File: src/rtl/if_fetch_unit.sv
// -----------------------------------------------------------------------------
// if_fetch_unit
// Instruction-fetch stage of the 5-stage MIPS pipeline. Owns the PC, issues
// one word fetch at a time over a req/ack memory handshake (variable latency,
// zero-wait allowed), and presents {instr, PC+4} to the IF/ID register.
//
// Ports
//   clk_i          rising-edge clock
//   reset_i        asynchronous, active-high reset
//   hazard_i       IF/ID stall; buffered outputs must hold
//   redirect_i     one-cycle taken branch/jump
//   redirect_pc_i  redirect target (bits [1:0] ignored)
//   imem_req_o     fetch request
//   imem_addr_o    fetch word address (bits [1:0] always 00)
//   imem_ack_i     response valid (may coincide with the request cycle)
//   imem_rdata_i   instruction word, valid with imem_ack_i
//   if_instr_o     instruction to IF/ID (NOP_INSTR when no valid fetch)
//   if_newpc_o     PC+4 of if_instr_o (0 when no valid fetch)
//   if_valid_o     if_instr_o is a real fetch
//
// state   | meaning
// --------+-----------------------------------------------------------------
// S_FETCH | request outstanding at pc_q (idle for one cycle after reset)
// S_FULL  | buf stalled and skid holds a captured word; no request
// S_DRAIN | waiting out a request abandoned by a redirect; data discarded
// -----------------------------------------------------------------------------
module if_fetch_unit #(
   parameter logic [31:0] RESET_PC  = 32'h0000_0000,
   parameter logic [31:0] NOP_INSTR = 32'h0000_0000
) (
   input  logic        clk_i,
   input  logic        reset_i,
   input  logic        hazard_i,
   input  logic        redirect_i,
   input  logic [31:0] redirect_pc_i,
   output logic        imem_req_o,
   output logic [31:0] imem_addr_o,
   input  logic        imem_ack_i,
   input  logic [31:0] imem_rdata_i,
   output logic [31:0] if_instr_o,
   output logic [31:0] if_newpc_o,
   output logic        if_valid_o
);

   typedef enum logic [1:0] {
      S_FETCH = 2'd0,
      S_FULL  = 2'd1,
      S_DRAIN = 2'd2
   } state_t;

   localparam logic [31:0] RESET_PC_W = RESET_PC & 32'hFFFF_FFFC;

   state_t      state_q;
   logic        req_q;
   logic [31:0] pc_q;
   logic [31:0] drain_q;
   logic [31:0] buf_instr_q;
   logic [31:0] buf_pc4_q;
   logic        buf_valid_q;
   logic [31:0] skid_instr_q;
   logic [31:0] skid_pc4_q;
   logic        skid_valid_q;

   logic        ack;
   logic        buf_free;
   logic [31:0] pc4_d;
   logic [31:0] target_d;

   // An ack only counts against a request we actually have on the bus.
   assign ack      = imem_ack_i & req_q;
   assign buf_free = ~buf_valid_q | ~hazard_i;
   assign pc4_d    = pc_q + 32'd4;
   assign target_d = redirect_pc_i & 32'hFFFF_FFFC;

   always_ff @(posedge clk_i or posedge reset_i) begin
      if (reset_i) begin
         state_q      <= S_FETCH;
         req_q        <= 1'b0;
         pc_q         <= RESET_PC_W;
         drain_q      <= 32'd0;
         buf_instr_q  <= 32'd0;
         buf_pc4_q    <= 32'd0;
         buf_valid_q  <= 1'b0;
         skid_instr_q <= 32'd0;
         skid_pc4_q   <= 32'd0;
         skid_valid_q <= 1'b0;
      end else if (redirect_i) begin
         pc_q         <= target_d;
         buf_valid_q  <= 1'b0;
         skid_valid_q <= 1'b0;
         req_q        <= 1'b1;
         unique case (state_q)
            S_FETCH: begin
               // A pending request that is not acked now must be waited out.
               if (req_q && !ack) begin
                  drain_q <= pc_q;
                  state_q <= S_DRAIN;
               end else begin
                  state_q <= S_FETCH;
               end
            end
            S_FULL:  state_q <= S_FETCH;
            S_DRAIN: state_q <= ack ? S_FETCH : S_DRAIN;
            default: state_q <= S_FETCH;
         endcase
      end else begin
         unique case (state_q)
            S_FETCH: begin
               req_q <= 1'b1;
               if (ack) begin
                  pc_q <= pc4_d;
                  if (buf_free) begin
                     buf_instr_q <= imem_rdata_i;
                     buf_pc4_q   <= pc4_d;
                     buf_valid_q <= 1'b1;
                  end else begin
                     skid_instr_q <= imem_rdata_i;
                     skid_pc4_q   <= pc4_d;
                     skid_valid_q <= 1'b1;
                     req_q        <= 1'b0;
                     state_q      <= S_FULL;
                  end
               end else if (buf_free) begin
                  buf_valid_q <= 1'b0;
               end
            end
            S_FULL: begin
               if (!hazard_i) begin
                  buf_instr_q  <= skid_instr_q;
                  buf_pc4_q    <= skid_pc4_q;
                  buf_valid_q  <= skid_valid_q;
                  skid_valid_q <= 1'b0;
                  req_q        <= 1'b1;
                  state_q      <= S_FETCH;
               end
            end
            S_DRAIN: begin
               req_q <= 1'b1;
               if (!hazard_i) begin
                  buf_valid_q <= 1'b0;
               end
               if (ack) begin
                  state_q <= S_FETCH;
               end
            end
            default: begin
               req_q   <= 1'b1;
               state_q <= S_FETCH;
            end
         endcase
      end
   end

   assign imem_req_o  = req_q;
   assign imem_addr_o = (state_q == S_DRAIN) ? drain_q : pc_q;
   assign if_valid_o  = buf_valid_q;
   assign if_instr_o  = buf_valid_q ? buf_instr_q : NOP_INSTR;
   assign if_newpc_o  = buf_valid_q ? buf_pc4_q : 32'd0;

endmodule

File: config.mk
export PLATFORM = sky130hd
export DESIGN_NAME = if_fetch_unit
export DESIGN_NICKNAME = d
export VERILOG_FILES = /design/src/rtl/if_fetch_unit.sv
export SDC_FILE = /design/constraint.sdc
export NUM_CORES = 1
export LEC_CHECK = 0
export CAP_MARGIN = 30
export CORE_MARGIN = 3
export CORE_UTILIZATION = 48
export DETAILED_ROUTE_END_ITERATION = 12
export HOLD_SLACK_MARGIN = 0.03
export PLACE_DENSITY = 0.75
export SYNTH_ARGS = -nofsm -noshare
export SYNTH_HDL_FRONTEND = slang
export SYNTH_SLANG_ARGS = --single-unit
File: constraint.sdc
create_clock -name clk_i -period 6.8 [get_ports clk_i]
set_input_delay 1.36 -clock clk_i [delete_from_list [all_inputs] [get_ports clk_i]]
set_output_delay 1.36 -clock clk_i [all_outputs]
set_load 0.05 [all_outputs]
==> impl_metrics.py, run 1 <==
metrics = {
    "yosys": {
        "synth_top_area_frac": 0.495,
        "yosys.cell_types.count": 51,
        "synth-main-ff-cell": "dfrtp_1",
        "synthTopCellsByArea": "dfrtp_1 (49%), nand2_1 (9.1%), mux2_2 (7.1%)",
        "synth_seq_cells": 189,
        "syn-instance-count": 1020,
        "yosysWarnings": 0,
        "yosysMostFrequentCell": "nand2_1",
        "syn-mean-instance-area_sq_um": 9.37,
        "netlist_area_sq_mm": 0.00956,
        "yosysTopAreaCell": "dfrtp_1",
        "ys_seq_area_frac": 0.495,
        "synthTopCellsByCount": "nand2_1 (231), dfrtp_1 (189), o21ai_0 (76), clkbuf_1 (70), and2_1 (63)",
        "async_flop_share": 1.00,
        "synth-edff-count": 0,
    },
    "grt": {
        "grt_pass1_vias": 7449,
        "grt_max_degree": 88,
        "antenna_found_initial": 0,
        "grt_first_pass_wirelength_um": 38900,
        "track_usage": 0.222,
        "grt_overflow_total": 0,
    },
    "route": {
        "routed_wl_um": 23700,
        "antenna_left": 0,
        "via_count": 7584,
        "drt_drc_violations_left": 0,
        "route.detailed.wl_per_inst_um": 16.9,
        "drtIter0Drc": 629,
        "drt_first_pass_iters": 5,
        "via_per_inst": 5.42,
    },
    "setup_path": {
        "end_kind": "primary output",
        "arrival_ns": 2.66,
        "critPathRequiredTime_ns": 5.44,
        "criticalPathCategory": "reg -> out",
        "crit_path_start_kind": "flip-flop",
        "reg2reg_depth": 7,
        "crit_fanout": 36,
    },
    "cts": {
        "clkSinkCount": 189,
        "clk_path_buf_depth": 2,
        "clk_pin_slew_ns": 0.07,
        "cts_tree": "done",
        "h-tree-depth": 4,
        "clockRootBuffer": "clkbuf_16",
        "worstSkewPairLatency_ns": 0.44,
        "post-cts-setup-buffer-count": 0,
        "hold_buffers": 0,
        "numCtsBuffers": 17,
        "post_cts_resized": 0,
    },
    "sta": {
        "rsz0062_at_grt": "no",
        "tightestPinTransition_ns": 0.854,
        "finalSetupTns_ns": 0,
        "fin_crit_sh": 0.591,
        "fin_ws_ns": 2.78,
        "hold_ws_ns": 0.461,
        "setup_viol": 0,
        "finalClockSkew_ns": 0.0114,
        "maxSlewHeadroom": 0.430,
        "min_period_ns": 4.02,
        "drv_slew": 0,
        "hold_viol": 0,
        "fmaxAchievable_mhz": 249,
    },
    "floorplanning": {
        "fp.dieH_um": 147,
        "die_w_um": 147,
        "start_util": 0.499,
        "core_area_sq_mm": 0.0191,
        "num_rows": 50,
        "dieArea_sq_mm": 0.0216,
        "io_pins": 167,
    },
    "layout": {
        "syn_to_final_growth_pct": 24.3,
        "design_area_sq_mm": 0.0119,
        "nNetsFinal": 1200,
        "n_antenna_cell": 0,
        "drive_above_1_share": 0.104,
    },
    "hold_path": {
        "holdPathStages": 2,
        "hold_class": "reg -> reg",
    },
    "power_and_ir_drop": {
        "powerDensity_mw_per_mm2": 338,
        "irDropWorstVdd_mv": 0.205,
        "p_leak_uw": 0.00499,
    },
    "place": {
        "placed_cell_area_sq_mm": 0.0113,
        "place_congestion": 0.848,
        "post-place-ws_ns": 2.76,
        "hpwl_um": 15600,
        "io_buffers": 160,
    },
    "job": {
        "cap_violations": 0,
    },
    "outcome": {
        "outcome": "completed",
    },
}
==> cells by family (layout without fill, tap and decap cells) <==
kind of cell / Yosys count / in the layout / synth area share
adders and majority gates: 4 / 4 / 0.00524
DFF: 189 / 189 / 0.495
buffers and inverters: 92 / 209 / 0.0394
other: 1 / 4 / 0.000392
muxes: 94 / 94 / 0.106
and+or+nand+nor: 446 / 446 / 0.220
xor gates and xnor gates: 49 / 49 / 0.0449
AOI/OAI and AO/OA: 145 / 145 / 0.0895
==> registers in the layout, summed over array words and instances, names as in the netlist <==
name,flops
buf_instr_q,32
buf_pc4_q,30
drain_q,30
if_valid_o,1
imem_req_o,1
pc_q,30
skid_instr_q,32
skid_pc4_q,30
skid_valid_q,1
state_q,2
==> final timing paths <==
| check | start | endpoint | slack (ns) |
|---|---|---|---|
| max in group asynchronous | reset_i | if_valid_o | 4.45 |
| min in group asynchronous | reset_i | buf_pc4_q[26] | 1.34 |
| max reg2reg | state_q[1] | skid_pc4_q[21] | 3.47 |
| min | buf_pc4_q[28] | buf_pc4_q[28] | 0.46 |
| min reg2reg | buf_pc4_q[28] | buf_pc4_q[28] | 0.46 |
| max | state_q[0] | imem_addr_o[4] | 2.78 |
==> final cells by class <==
type,count,area (sq um)
fillers,1683,7260
multi-input cells,742,4500
repair buffers,171,1710
clock inverters,14,148
well taps,260,325
inverters,6,30.0
flip-flops and latches,189,4730
clock buffers,18,439
==> report_power, final <==
part	leakage [uW]	internal (uW)	switching, uW	total [uW]
sequential	0.00235	1510	220	1730
combinational	0.00235	511	777	1290
clock	0.000280	530	476	1010
==> placed cells by master, fill, tap and decap left out, types with 5 or more instances in the layout <==
cell,n
o211ai_1,11
o21ai_0,76
o311ai_0,6
buf_4,9
inv_6,5
and2_1,63
nand3_1,22
xor2_1,13
nor4_1,7
nand2_1,231
clkdlybuf4s50_1,159
nor3_1,23
nand4_1,7
a21o_1,5
a21oi_1,10
nor2_1,52
dfrtp_1,188
nand2b_1,10
mux2_2,60
xnor2_1,36
o21ai_1,13
mux2i_1,34
and3_1,8
clkbuf_16,17
and4_1,6
==> layer usage <==
layer  part of all wire  GRT usage  wire length, um  up-vias
li1                   -          -                -     3646
met5                  0          0                0        -
met4              0.030     0.0839              710        0
met3              0.050     0.0395             1180       45
met2               0.47      0.349            11200      222
met1               0.45      0.311            10600     3671
==> metrics by stage <==
| step | power [uW] | utilization | std cells |
|---|---|---|---|
| after floorplan | 2630 | - | 1023 |
| after global placement | 2990 | 0.588 | 1366 |
| after detailed placement | 3040 | 0.590 | 1368 |
| after CTS | 4040 | 0.621 | 1400 |
| after global routing | 4250 | 0.621 | 1400 |
| final | 4020 | 0.621 | 1400 |
==> critical path, cell delays in order (launching register included) <==
cell and delay (ns):
dfrtp_1 0.43, inv_1 0.10, ha_1 0.14, buf_4 0.40
mux2_2 0.43, clkdlybuf4s50_1 0.71
Note: power is estimated with default switching activity, not from simulation.
==> inputs of run 2 (changes only) <==
--- a/config.mk
+++ b/config.mk
@@ -7,10 +7,10 @@
 export LEC_CHECK = 0
 export CAP_MARGIN = 30
 export CORE_MARGIN = 3
-export CORE_UTILIZATION = 48
+export CORE_UTILIZATION = 53
 export DETAILED_ROUTE_END_ITERATION = 12
 export HOLD_SLACK_MARGIN = 0.03
-export PLACE_DENSITY = 0.75
+export PLACE_DENSITY = 0.78
 export SYNTH_ARGS = -nofsm -noshare
 export SYNTH_HDL_FRONTEND = slang
 export SYNTH_SLANG_ARGS = --single-unit
==> constraint.sdc (replaced) <==
create_clock -name clk_i -period 4.19 [get_ports clk_i]
set_input_delay 0.838 -clock clk_i [delete_from_list [all_inputs] [get_ports clk_i]]
set_output_delay 0.838 -clock clk_i [all_outputs]
set_load 0.05 [all_outputs]
==> impl_metrics.py, run 2 (same netlist as run 1, synthesis figures left out) <==
metrics = {
    "outcome": {
        "outcome": "completed",
    },
    "floorplanning": {
        "start_util": 0.547,
        "fp.dieH_um": 140,
        "num_rows": 48,
        "io_pins": 167,
        "core_area_sq_mm": 0.0175,
        "die_w_um": 140,
        "dieArea_sq_mm": 0.0197,
    },
    "layout": {
        "reg_top3": "buf_instr_q: 32 flops, skid_instr_q: 32 flops",
        "layout_common_cells": "nand2_1 (231), dfrtp_1 (188), clkdlybuf4s50_1 (159)",
        "layoutNonFillerInstCount": 1371,
        "nFillCells": 1372,
        "final-seq-area_sq_mm": 0.00473,
        "syn_to_final_growth_pct": 24.2,
        "drive_above_1_share": 0.107,
        "nNetsFinal": 1206,
        "multi_input_area_sq_mm": 0.00449,
        "n_antenna_cell": 0,
        "final_common_cell": "nand2_1",
    },
    "route": {
        "drt_first_pass_iters": 5,
        "via_count": 7603,
        "via_per_inst": 5.55,
        "drt_drc_violations_left": 0,
        "antenna_left": 0,
        "drtIter0Drc": 613,
        "route.detailed.wl_per_inst_um": 17.1,
        "routed_wl_um": 23400,
    },
    "cts": {
        "clk_path_buf_depth": 2,
        "hold_buffers": 0,
        "post-cts-setup-buffer-count": 0,
        "h-tree-depth": 4,
        "clk_pin_slew_ns": 0.07,
        "clockRootBuffer": "clkbuf_16",
        "post_cts_resized": 0,
        "clkSinkCount": 189,
        "cts_tree": "done",
        "numCtsBuffers": 17,
        "worstSkewPairLatency_ns": 0.44,
    },
    "power_and_ir_drop": {
        "irDropWorstVdd_mv": 0.332,
        "p_leak_uw": 0.00502,
        "powerDensity_mw_per_mm2": 554,
    },
    "job": {
        "cap_violations": 0,
    },
    "sta": {
        "rsz0062_at_grt": "no",
        "fmaxAchievable_mhz": 295,
        "finalSetupTns_ns": 0,
        "hold_viol": 0,
        "drv_slew": 0,
        "min_period_ns": 3.39,
        "maxSlewHeadroom": 0.367,
        "tightestPinTransition_ns": 0.949,
        "fin_crit_sh": 0.810,
        "setup_viol": 0,
        "finalClockSkew_ns": 0.0185,
    },
    "setup_path": {
        "ff2ff_setup_slack_ns": 1.32,
        "reg2reg_depth": 5,
        "criticalPathCategory": "reg -> out",
        "arrival_ns": 2.55,
        "end_kind": "primary output",
        "crit_path_start_kind": "flip-flop",
        "crit_fanout": 67,
        "critPathRequiredTime_ns": 3.35,
    },
    "hold_path": {
        "holdPathStages": 2,
        "hold_class": "reg -> reg",
    },
    "place": {
        "place_congestion": 0.854,
        "io_buffers": 160,
        "dp_cells": 1339,
        "hpwl_um": 15700,
    },
    "grt": {
        "grt_overflow_total": 0,
        "grt_first_pass_wirelength_um": 38800,
        "track_usage": 0.243,
        "grt_pass1_vias": 7562,
        "grt_max_degree": 68,
        "antenna_found_initial": 0,
    },
}
run 2: layer usage:
layer	global-route usage	vias to the layer above	wire (um)
met4	0.0699	0	367
met1	0.338	3696	10500
li1	-	3643	-
met2	0.397	237	11400
met5	0	-	0
met3	0.0423	27	1230
run 2: through the flow:
stage | total power, uW | worst slack, ns | util | instance area (sq um) | hold slack (ns)
finish | 6580 | 0.798 | 0.679 | 11900 | 0.461
global route | 6960 | 0.653 | 0.679 | 11900 | 0.497
CTS | 6610 | 0.773 | 0.679 | 11900 | 0.464
detailed placement | 4930 | 0.965 | 0.645 | 11300 | 0.449
global placement | 4850 | 0.983 | 0.645 | 11300 | 0.444
floorplan | 4270 | 0.918 | - | 9580 | 0.431
run 2: area by class of cell:
cell class | instances | area share
sequential | 189 | 0.398
multi-input combinational | 742 | 0.378
timing repair buffer | 177 | 0.146
clock buffer | 20 | 0.0376
tap | 225 | 0.0237
clock inverter | 12 | 0.0135
inverter | 6 | 0.00221
run 2: worst paths after layout:
path,startpoint,to
max,if_valid_o,if_newpc_o[19]
min,buf_pc4_q[28],buf_pc4_q[28]
max reg2reg,if_valid_o,skid_pc4_q[29]
min reg2reg,buf_pc4_q[28],buf_pc4_q[28]
max in group asynchronous,reset_i,pc_q[21]
min in group asynchronous,reset_i,buf_pc4_q[4]
run 2: critical path, cell delays in order, from the launching register on:
cell,delay [ns]
dfrtp_2,1.00
and2_1,0.29
clkdlybuf4s50_1,0.82
run 2: power by group:
group | internal [uW] | leakage, uW | switching, uW | total (uW)
clock | 961 | 0.000295 | 714 | 1670
sequential | 2450 | 0.00235 | 384 | 2830
combinational | 829 | 0.00237 | 1240 | 2070
